File: config.mk
export PLATFORM = sky130hd
export DESIGN_NAME = reg_write_arbiter
export DESIGN_NICKNAME = d
export VERILOG_FILES = /design/src/rtl/never8_pkg.sv /design/src/rtl/rr_picker.sv /design/src/rtl/reg_write_arbiter.sv
export SDC_FILE = /design/constraint.sdc
export NUM_CORES = 1
export LEC_CHECK = 0
export ABC_AREA = 1
export CORE_UTILIZATION = 35
export CTS_CLUSTER_SIZE = 24
export DETAILED_ROUTE_END_ITERATION = 12
export HOLD_SLACK_MARGIN = 0.05
export PLACE_DENSITY = 0.71
export SYNTH_ARGS = -nofsm -noshare
export SYNTH_HDL_FRONTEND = slang
export SYNTH_HIERARCHICAL = 1
export SYNTH_SLANG_ARGS = --single-unit
File: constraint.sdc
create_clock -name clk -period 2.2 [get_ports clk]
set_input_delay 0.22 -clock clk [delete_from_list [all_inputs] [get_ports clk]]
set_output_delay 0.22 -clock clk [all_outputs]
set_load 0.03 [all_outputs]
File: src/rtl/never8_pkg.sv
// Shared Never8 core definitions: data width and write-arbiter FSM encoding.
package never8_pkg;

    localparam int unsigned DATA_W = 8;

    typedef enum logic {
        IDLE = 1'b0,
        HOLD = 1'b1
    } state_e;

endpackage : never8_pkg

File: src/rtl/rr_picker.sv
// Combinational round-robin picker: first requester at or after last_grant+1, with wrap.
module rr_picker #(
    parameter  int unsigned NUM_REQ = 4,
    localparam int unsigned IDX_W   = (NUM_REQ > 1) ? $clog2(NUM_REQ) : 1
) (
    input  logic [NUM_REQ-1:0] req,
    input  logic [IDX_W-1:0]   last_grant,
    output logic               grant_valid,
    output logic [IDX_W-1:0]   grant_idx
);

    int unsigned idx;

    // Walk offsets from farthest to nearest so the nearest requesting index wins.
    always_comb begin
        grant_valid = 1'b0;
        grant_idx   = '0;
        idx         = 0;
        for (int off = NUM_REQ; off >= 1; off--) begin
            idx = (32'(last_grant) + 32'(off)) % NUM_REQ;
            if (req[IDX_W'(idx)]) begin
                grant_valid = 1'b1;
                grant_idx   = IDX_W'(idx);
            end
        end
    end

endmodule : rr_picker

File: src/rtl/reg_write_arbiter.sv
// Round-robin arbiter for the Never8 internal register write bus; one write per two cycles.
module reg_write_arbiter
    import never8_pkg::*;
#(
    parameter  int unsigned NUM_REQ  = 4,
    parameter  int unsigned ADDR_W   = 3,
    localparam int unsigned NUM_REGS = 1 << ADDR_W,
    localparam int unsigned IDX_W    = (NUM_REQ > 1) ? $clog2(NUM_REQ) : 1
) (
    input  logic                       clk,
    input  logic                       reset,
    input  logic [NUM_REQ-1:0]         req,
    input  logic [NUM_REQ*ADDR_W-1:0]  req_addr,
    input  logic [NUM_REQ*DATA_W-1:0]  req_data,
    output logic [NUM_REQ-1:0]         ack,
    output logic [DATA_W-1:0]          bus_data,
    output logic [NUM_REGS-1:0]        reg_en,
    output logic                       busy,
    output logic [IDX_W-1:0]           last_grant
);

    state_e              state_q, state_d;
    logic [NUM_REQ-1:0]  ack_q, ack_d;
    logic [DATA_W-1:0]   bus_data_q, bus_data_d;
    logic [NUM_REGS-1:0] reg_en_q, reg_en_d;
    logic                busy_q, busy_d;
    logic [IDX_W-1:0]    last_grant_q, last_grant_d;

    logic                pick_valid;
    logic [IDX_W-1:0]    pick_idx;
    logic [ADDR_W-1:0]   sel_addr;
    logic [DATA_W-1:0]   sel_data;

    rr_picker #(
        .NUM_REQ (NUM_REQ)
    ) u_picker (
        .req         (req),
        .last_grant  (last_grant_q),
        .grant_valid (pick_valid),
        .grant_idx   (pick_idx)
    );

    // Mux the winner's address and data out of the packed request buses.
    always_comb begin
        sel_addr = '0;
        sel_data = '0;
        for (int unsigned i = 0; i < NUM_REQ; i++) begin
            if (pick_idx == IDX_W'(i)) begin
                sel_addr = req_addr[i*ADDR_W +: ADDR_W];
                sel_data = req_data[i*DATA_W +: DATA_W];
            end
        end
    end

    // Next-state and registered-output logic: arbitrate in IDLE, release in HOLD.
    always_comb begin
        state_d      = state_q;
        ack_d        = '0;
        reg_en_d     = '0;
        busy_d       = 1'b0;
        bus_data_d   = bus_data_q;
        last_grant_d = last_grant_q;
        unique case (state_q)
            IDLE: begin
                if (pick_valid) begin
                    state_d      = HOLD;
                    ack_d        = NUM_REQ'(1) << pick_idx;
                    reg_en_d     = NUM_REGS'(1) << sel_addr;
                    busy_d       = 1'b1;
                    bus_data_d   = sel_data;
                    last_grant_d = pick_idx;
                end
            end
            HOLD: begin
                state_d = IDLE;
            end
            default: begin
                state_d = IDLE;
            end
        endcase
    end

    // State and output registers with synchronous reset.
    always_ff @(posedge clk) begin
        if (reset) begin
            state_q      <= IDLE;
            ack_q        <= '0;
            reg_en_q     <= '0;
            busy_q       <= 1'b0;
            bus_data_q   <= '0;
            last_grant_q <= IDX_W'(NUM_REQ - 1);
        end else begin
            state_q      <= state_d;
            ack_q        <= ack_d;
            reg_en_q     <= reg_en_d;
            busy_q       <= busy_d;
            bus_data_q   <= bus_data_d;
            last_grant_q <= last_grant_d;
        end
    end

    assign ack        = ack_q;
    assign reg_en     = reg_en_q;
    assign busy       = busy_q;
    assign bus_data   = bus_data_q;
    assign last_grant = last_grant_q;

endmodule : reg_write_arbiter
==> impl_metrics.py, run 1 <==
metrics = {
    "run_status": {
        "status": "completed",
    },
    "detailed_routing": {
        "post_drt_wl_per_cell_um": 11.1,
        "postRouteAntennaNets": 0,
        "drc": 0,
        "dr.pass1.iters": 4,
        "first_iter_violations": 82,
        "wirelength_mm": 3.70,
        "viasPerCell": 4.71,
        "vias": 1565,
    },
    "floorplan": {
        "coreArea_um2": 3470,
        "fp.dieH_um": 63.4,
        "fp.dieW_um": 63.4,
        "dieArea_um2": 4020,
        "initial_core_util": 0.380,
        "fp-row-count": 21,
        "io_pins": 73,
    },
    "placed_design": {
        "hpwl_mm": 2.72,
        "place_congestion": 0.861,
        "portBuffers": 72,
    },
    "yosys": {
        "yosys.area.top_type": "dfxtp_1",
        "netlist.area_leader.share": 0.349,
        "ys_ff_latch": 23,
        "synthArstFlopShare": 0,
        "ys.flop_type": "dfxtp_1",
        "synth_commonest_cells": "nand2_1 (74), nor2_1 (32), dfxtp_1 (23), nand3_1 (23), o21ai_0 (11)",
        "synth.net_count": 262,
        "synthCells": 212,
        "yosysMostFrequentCell": "nand2_1",
        "synth-seq-area-share": 0.349,
        "synth_edf_count": 0,
        "ys_top_cells_by_area": "dfxtp_1 (35%), nand2_1 (21%), nor2_1 (9.1%)",
        "synth_cell_type_count": 25,
        "syn_avg_cell_area_um2": 6.22,
        "ys.warnings.count": 6,
        "synth_area_um2": 1320,
    },
    "finish": {
        "multi_input_area_um2": 757,
        "syn_to_final_growth_pct": 64.3,
        "nets": 337,
        "seqCellArea_um2": 462,
        "num_antenna_cells": 0,
        "final_util": 0.625,
        "fillerInstances": 315,
        "drive_gt1_frac": 0.119,
    },
    "timing": {
        "skew_ps": 2.86,
        "whs_ps": 454,
        "maxSlewHeadroom": 0.717,
        "tightest_slew_ps": 424,
        "rsz0062_at_grt": "false",
        "setup_viol": 0,
        "period_needed_ps": 2030,
        "fin_crit_sh": 0.923,
        "timing.fmax_mhz": 493,
        "drv_slew": 0,
        "hold_violations": 0,
    },
    "cts": {
        "cts_buffers": 3,
        "root_buffer": "clkbuf_8",
        "cts_tree": "built",
        "clkLatencyLatePin_ps": 260,
        "cts_buffer_depth": 2,
        "path_clk_slew_ps": 80,
        "cts_sinks": 23,
        "htreeDepth": 1,
        "hold_buffers": 0,
    },
    "worst_setup_path": {
        "arrival_ps": 2240,
        "r2r_slack_ps": 170,
        "slowest_delay_ps": 330,
        "r2r_start": "last_grant[0]$_SDFFE_PP1P_",
        "start_kind": "flop",
        "critPathMostFrequentCell": "nand2_1",
        "end_kind": "flop",
        "worst_ep_required_time_ps": 2400,
        "regToRegEndpoint": "reg_en[5]$_SDFF_PP0_",
        "r2r_cells": 12,
        "worstSetupPathType": "flop to flop",
        "cpMaxStageDelayCell": "dfxtp_1",
        "critical_path_peak_fanout": 12,
        "crit_chain": "buf_12, o21ai_1, nand2_1, nand2_1, nand3_1, a21boi_2, buf_6, nand2_1, or2_2, nand2_1, nand2_1, nor2_1",
    },
    "global_routing": {
        "antenna_found_initial": 0,
        "grt_pass1_vias": 1300,
        "grt-ovfl-total": 0,
        "grt_pass1_wl_mm": 5.82,
        "grt_max_degree": 23,
        "grtUsageTotal": 0.183,
    },
    "pwr": {
        "finalPower_w": 0.00318,
        "ir_drop_uv": 625,
        "leakagePower_nw": 0.975,
        "powerDensity_nw_per_um2": 1470,
    },
    "min_path": {
        "worstHoldStart": "bus_data[1]$_SDFFE_PP0P_",
        "hold_path.class": "flop to flop",
        "worstHoldPathCells": 2,
        "holdPathEnd": "bus_data[1]$_SDFFE_PP0P_",
    },
    "run": {
        "maxCapViolCount": 0,
    },
}
## flip-flops by register name (all words and copies together) (netlist names)
signal,cells
reg_en,8
last_grant,2
state_q,1
bus_data,8
ack,4
## metrics by stage
step	instance area, um2	setup TNS [ps]	std cells	setup WS [ps]
after floorplan	1320	0	212	204
after global placement	2090	-2330	327	-227
after detailed placement	2090	-2920	327	-278
after CTS	2140	0	331	62.8
after global routing	2170	0	332	4.43
final	2170	0	332	170
## logic make-up (layout without fill, tap and decap cells)
logic type / count (synthesis) / in the layout / synth area share
DFF: 23 / 23 / 0.349
and+or+nand+nor: 150 / 150 / 0.494
buffers and inverters: 23 / 97 / 0.0911
AOI/OAI and AO/OA: 16 / 16 / 0.0655
## worst max path at each step
stage / end / slack [ps] / startpoint / cells past startpoint
after floorplan: reg_en[6]$_SDFF_PP0_ / 200 / last_grant[0]$_SDFFE_PP1P_ / 13
after global placement: reg_en[3]$_SDFF_PP0_ / -230 / req[3] / 15
after detailed placement: reg_en[3]$_SDFF_PP0_ / -280 / req[3] / 15
after CTS: bus_data[7]$_SDFFE_PP0P_ / 60 / last_grant[0]$_SDFFE_PP1P_ / 13
after global routing: reg_en[0]$_SDFF_PP0_ / 4 / req[2] / 13
final: reg_en[5]$_SDFF_PP0_ / 170 / last_grant[0]$_SDFFE_PP1P_ / 12
## area by class of cell
cell class,instances,area share
well taps,46,0.0266
multi-input cells,166,0.349
flip-flops and latches,23,0.213
repair buffers,78,0.361
inverters,15,0.0283
clock inverters,1,0.00231
clock buffers,3,0.0191
## repair_timing
item	4_1_cts	5_1_grt
buffers inserted	0	0
gates resized for setup	1	8
cloned	0	1
endpoints found under the setup margin	8	16
## worst max-delay path, delay by kind of cell, from the launching register on
| kind | cells | cell delay [ps] |
|---|---|---|
| flip-flops | 1 | 330 |
| AO/OA/AOI/OAI | 2 | 470 |
| buffers and inverters | 2 | 330 |
| AND/OR/NAND/NOR | 8 | 830 |
## cell usage in the layout (no fill, tap or decap), drive strengths merged
cell type / n
nand3: 23
clkbuf: 3
buf: 6
or2: 2
inv: 15
nor2: 33
and2: 1
o21ai: 13
a21boi: 1
clkdlybuf4s50: 72
nand4: 2
clkinv: 1
nor3: 6
nand2: 82
a21oi: 2
nand3b: 1
dfxtp: 23
## per-layer routing
metal,track usage,up-vias,routed length (um)
met2,0.293,64,1680
met5,0,-,0
met3,0.0453,2,318
met1,0.246,676,1690
met4,0.0426,0,13
li1,-,823,-
## power by group
group	internal (W)	leakage (nW)	total, W	switching (W)
clock	0.000126	0.0255	0.000264	0.000138
sequential	0.000564	0.188	0.000629	0.0000652
combinational	0.000867	0.762	0.00229	0.00142
total	0.00156	0.975	0.00318	0.00163
No activity file was read; power rests on OpenSTA's default activity.
==> run 2, diff against run 1 <==
Settings changed: CORE_MARGIN set to 3, DONT_BUFFER_PORTS set to 1, PLACE_DENSITY 0.71 to 0.46.
==> impl_metrics.py, run 2 (synthesis results as in run 1) <==
metrics = {
    "pwr": {
        "powerDensity_nw_per_um2": 1980,
        "leakagePower_nw": 0.739,
        "ir_drop_uv": 605,
    },
    "timing": {
        "tns_ps": 0,
        "tightest_slew_ps": 421,
        "rsz0062_at_grt": "false",
        "drv_slew": 0,
        "maxSlewHeadroom": 0.719,
        "timing.fmax_mhz": 493,
        "hold_violations": 0,
        "fin_crit_sh": 0.922,
        "skew_ps": 2.39,
        "period_needed_ps": 2030,
        "setup_viol": 0,
    },
    "placed_design": {
        "place_congestion": 0.758,
        "hpwl_mm": 2.74,
        "placed_area_um2": 1380,
        "portBuffers": 0,
    },
    "detailed_routing": {
        "first_iter_violations": 64,
        "top_layer": "met4",
        "post_drt_wl_per_cell_um": 13.0,
        "met1Wirelength_mm": 1.56,
        "dr.pass1.iters": 4,
        "viasPerCell": 4.91,
        "dr_wl_met2_mm": 1.60,
        "wirelength_mm": 3.45,
        "postRouteAntennaNets": 0,
        "wl_met3_um": 240,
        "vias": 1302,
        "drc": 0,
    },
    "cts": {
        "path_clk_slew_ps": 80,
        "cts_buffers": 3,
        "cts_buffer_depth": 2,
        "htreeDepth": 1,
        "cts_sinks": 23,
        "clkLatencyLatePin_ps": 260,
        "cts_tree": "built",
        "root_buffer": "clkbuf_8",
    },
    "floorplan": {
        "coreArea_um2": 3470,
        "fp-row-count": 21,
        "fp.dieH_um": 67.4,
        "fp.dieW_um": 67.4,
        "dieArea_um2": 4540,
        "io_pins": 73,
        "initial_core_util": 0.380,
    },
    "global_routing": {
        "grt_pass1_vias": 1269,
        "antenna_found_initial": 0,
        "grt_max_degree": 22,
        "grtUsageTotal": 0.161,
        "grt-ovfl-total": 0,
        "grt_pass1_wl_mm": 5.60,
    },
    "min_path": {
        "hold_path.class": "primary input to flop",
    },
    "worst_setup_path": {
        "arrival_ps": 2230,
        "end_kind": "flop",
        "worstSetupPathType": "flop to flop",
        "critical_path_peak_fanout": 11,
        "start_kind": "flop",
        "worst_ep_required_time_ps": 2400,
    },
    "finish": {
        "nets": 270,
        "syn_to_final_growth_pct": 15.4,
        "fin_area_um2": 1520,
        "final_common_cell": "nand2_1",
        "final_cell_mix": "nand2_1 (71), nor2_1 (31), nand3_1 (22), dfxtp_1 (22), o21ai_0 (11)",
        "drive_gt1_frac": 0.178,
        "num_antenna_cells": 0,
    },
    "run_status": {
        "status": "completed",
    },
    "run": {
        "maxCapViolCount": 0,
    },
}
## run 2: cell count changes in the layout (fill, tap and decap cells not counted), sizes merged
cell,change
dlygate4sd3,+1
clkbuf,+1
buf,+3
clkdlybuf4s50,-72
## run 2: through the flow
step                      setup slack, ps  total power, W  hold WS, ps  cells   util
after floorplan                       204         0.00217          311    212      -
after global placement               38.7         0.00247          322    257  0.399
after detailed placement            -59.3         0.00251          323    257  0.399
after CTS                          0.0673         0.00278          112    262  0.416
after global routing                 4.10         0.00333          111    265  0.439
final                                 171         0.00302          117    265  0.439
## run 2: path summary, 6_finish.rpt
| check | from | to | slack (ps) | cells past startpoint |
|---|---|---|---|---|
| min reg2reg | bus_data[0]$_SDFFE_PP0P_ | bus_data[0]$_SDFFE_PP0P_ | 600 | 2 |
| max reg2reg | last_grant[1]$_SDFFE_PP1P_ | reg_en[4]$_SDFF_PP0_ | 170 | 14 |
| max | last_grant[1]$_SDFFE_PP1P_ | reg_en[4]$_SDFF_PP0_ | 170 | 14 |
| min | reset | last_grant[0]$_SDFFE_PP1P_ | 120 | 2 |
## run 2: final cells by class
type	instances	area, um2
Fill cell	384	1950
Multi-Input combinational cell	166	767
Sequential cell	23	462
Timing Repair Buffer	11	128
Inverter	15	61.3
Tap cell	46	57.6
Clock buffer	3	41.3
Clock inverter	1	5.00
## run 2: repair_timing
action,CTS,global route
hold endpoints to repair,1,0
pin swaps,0,1
setup buffers,0,2
setup endpoints to repair,8,16
resized for setup,1,11
gates cloned,0,1
hold buffers,1,0
## run 2: where the power goes
| group | total, W | internal, W | switching, W | leakage (nW) |
|---|---|---|---|---|
| clock | 0.000254 | 0.000126 | 0.000128 | 0.0255 |
| combinational | 0.00186 | 0.000732 | 0.00113 | 0.525 |
| sequential | 0.000899 | 0.000566 | 0.000333 | 0.188 |
| total | 0.00302 | 0.00142 | 0.00159 | 0.739 |
## run 2: critical path: stages, from the launching register on
cell     delay (ps)
dfxtp_1         470
inv_2            80
nand2_2          70
nand2_1          90
nand2_1         100
nand2_1          70
inv_2            50
nand3_1         120
nand2_4         150
buf_12          140
nand2_2         100
or2_2           280
nand2_1          80
nand2_1          70
nor2_1          100
## run 2: metal layers
layer | GRT usage | vias up
met3 | 0.0349 | 4
li1 | - | 684
met4 | 0.0557 | 0
met1 | 0.203 | 558
met5 | 0 | -
met2 | 0.270 | 56
==> run 3, diff against run 2 <==
Settings changed: CTS_CLUSTER_DIAMETER set to 40, HOLD_SLACK_MARGIN 0.05 to not set.
==> impl_metrics.py, run 3 (synthesis results as in run 1) <==
metrics = {
    "detailed_routing": {
        "drc": 0,
        "postRouteAntennaNets": 0,
        "post_drt_wl_per_cell_um": 13.0,
        "viasPerCell": 4.94,
        "vias": 1304,
        "dr.pass1.iters": 4,
        "wirelength_mm": 3.44,
        "first_iter_violations": 43,
    },
    "worst_setup_path": {
        "worstSetupPathType": "flop to flop",
        "arrival_ps": 2220,
        "critical_path_peak_fanout": 11,
        "worst_ep_required_time_ps": 2400,
        "end_kind": "flop",
        "start_kind": "flop",
    },
    "run_status": {
        "status": "completed",
    },
    "timing": {
        "period_needed_ps": 2020,
        "maxSlewHeadroom": 0.719,
        "hold_violations": 0,
        "fin_crit_sh": 0.919,
        "drv_slew": 0,
        "tns_ps": 0,
        "rsz0062_at_grt": "false",
        "skew_ps": 1.26,
        "timing.fmax_mhz": 494,
        "tightest_slew_ps": 420,
        "setup_viol": 0,
    },
    "cts": {
        "htreeDepth": 1,
        "cts_buffers": 3,
        "cts_buffer_depth": 2,
        "cts_tree": "built",
        "root_buffer": "clkbuf_8",
        "cts_sinks": 23,
        "path_clk_slew_ps": 80,
        "clkLatencyLatePin_ps": 260,
    },
    "finish": {
        "seqCellArea_um2": 462,
        "nets": 269,
        "final_common_cell": "nand2_1",
        "num_antenna_cells": 0,
        "fillerInstances": 383,
        "final_cell_mix": "nand2_1 (71), nor2_1 (31), nand3_1 (22), dfxtp_1 (22), o21ai_0 (11)",
        "multi_input_area_um2": 767,
        "syn_to_final_growth_pct": 14.6,
        "drive_gt1_frac": 0.179,
        "fin_area_um2": 1510,
    },
    "run": {
        "maxCapViolCount": 0,
    },
    "floorplan": {
        "dieArea_um2": 4540,
        "io_pins": 73,
        "initial_core_util": 0.380,
        "fp-row-count": 21,
        "fp.dieW_um": 67.4,
        "fp.dieH_um": 67.4,
        "coreArea_um2": 3470,
    },
    "placed_design": {
        "place_congestion": 0.758,
        "hpwl_mm": 2.74,
        "portBuffers": 0,
        "placed_area_um2": 1380,
    },
    "pwr": {
        "finalPower_w": 0.00302,
        "leakagePower_nw": 0.735,
        "powerDensity_nw_per_um2": 1990,
        "ir_drop_uv": 607,
    },
    "global_routing": {
        "grt_max_degree": 22,
        "grt-ovfl-total": 0,
        "grt_pass1_wl_mm": 5.56,
        "grt_pass1_vias": 1261,
        "grtUsageTotal": 0.160,
        "antenna_found_initial": 0,
    },
    "min_path": {
        "hold_path.class": "primary input to flop",
    },
}
## run 3: worst paths after layout
check / from / end / slack, ps / cells after the start
setup / recovery: last_grant[1]$_SDFFE_PP1P_ / reg_en[4]$_SDFF_PP0_ / 180 / 14
hold / removal: reset / state_q$_SDFF_PP0_ / 50 / 1
setup reg to reg: last_grant[1]$_SDFFE_PP1P_ / reg_en[4]$_SDFF_PP0_ / 180 / 14
hold reg to reg: bus_data[0]$_SDFFE_PP0P_ / bus_data[0]$_SDFFE_PP0P_ / 600 / 2
## run 3: power by group
part	switching (W)	leakage (nW)	total [W]	internal, W
registers	0.000333	0.188	0.000898	0.000566
logic	0.00113	0.521	0.00186	0.000731
clock network	0.000130	0.0255	0.000256	0.000126
## run 3: metal layers
layer  track usage  wire length [um]  vias to the layer above
met5             0                 0                        -
met4        0.0557                43                        0
met3        0.0366               265                        4
met2         0.269              1590                       63
met1         0.200              1550                      555
li1              -                 -                      682
## run 3: cell type report
cell class	instances	share of cell area
Multi-Input combinational cell	166	0.507
Inverter	15	0.0406
Sequential cell	23	0.305
Timing Repair Buffer	10	0.0778
Clock buffer	3	0.0273
Tap cell	46	0.0381
Clock inverter	1	0.00331
## run 3: critical path: stages, from the launching register on
cell and delay, ps:
dfxtp_1 460, inv_2 80, nand2_2 70, nand2_1 80, nand2_1 100, nand2_1 70
inv_2 50, nand3_1 120, nand2_4 150, buf_12 140, nand2_2 100, or2_2 280
nand2_1 90, nand2_1 70, nor2_1 100
## run 3: stage by stage
step / setup slack (ps) / cells / util / hold slack (ps)
2_1_floorplan: 204 / 212 / - / 311
3_5_place_dp: -59.3 / 257 / 0.399 / 323
6_report: 177 / 264 / 0.436 / 51.7
4_1_cts: 0.0684 / 261 / 0.413 / 41.7
5_1_grt: 4.13 / 264 / 0.436 / 38.3
3_3_place_gp: 38.7 / 257 / 0.399 / 322
## run 3: timing repair
action                                 in CTS  in global routing
pin swaps                                   0                  1
setup endpoints to repair                   8                 16
setup buffers                               0                  2
gates cloned                                0                  1
hold buffers                                0                  0
gates resized for setup                     1                 11
endpoints found under the hold margin       0                  0
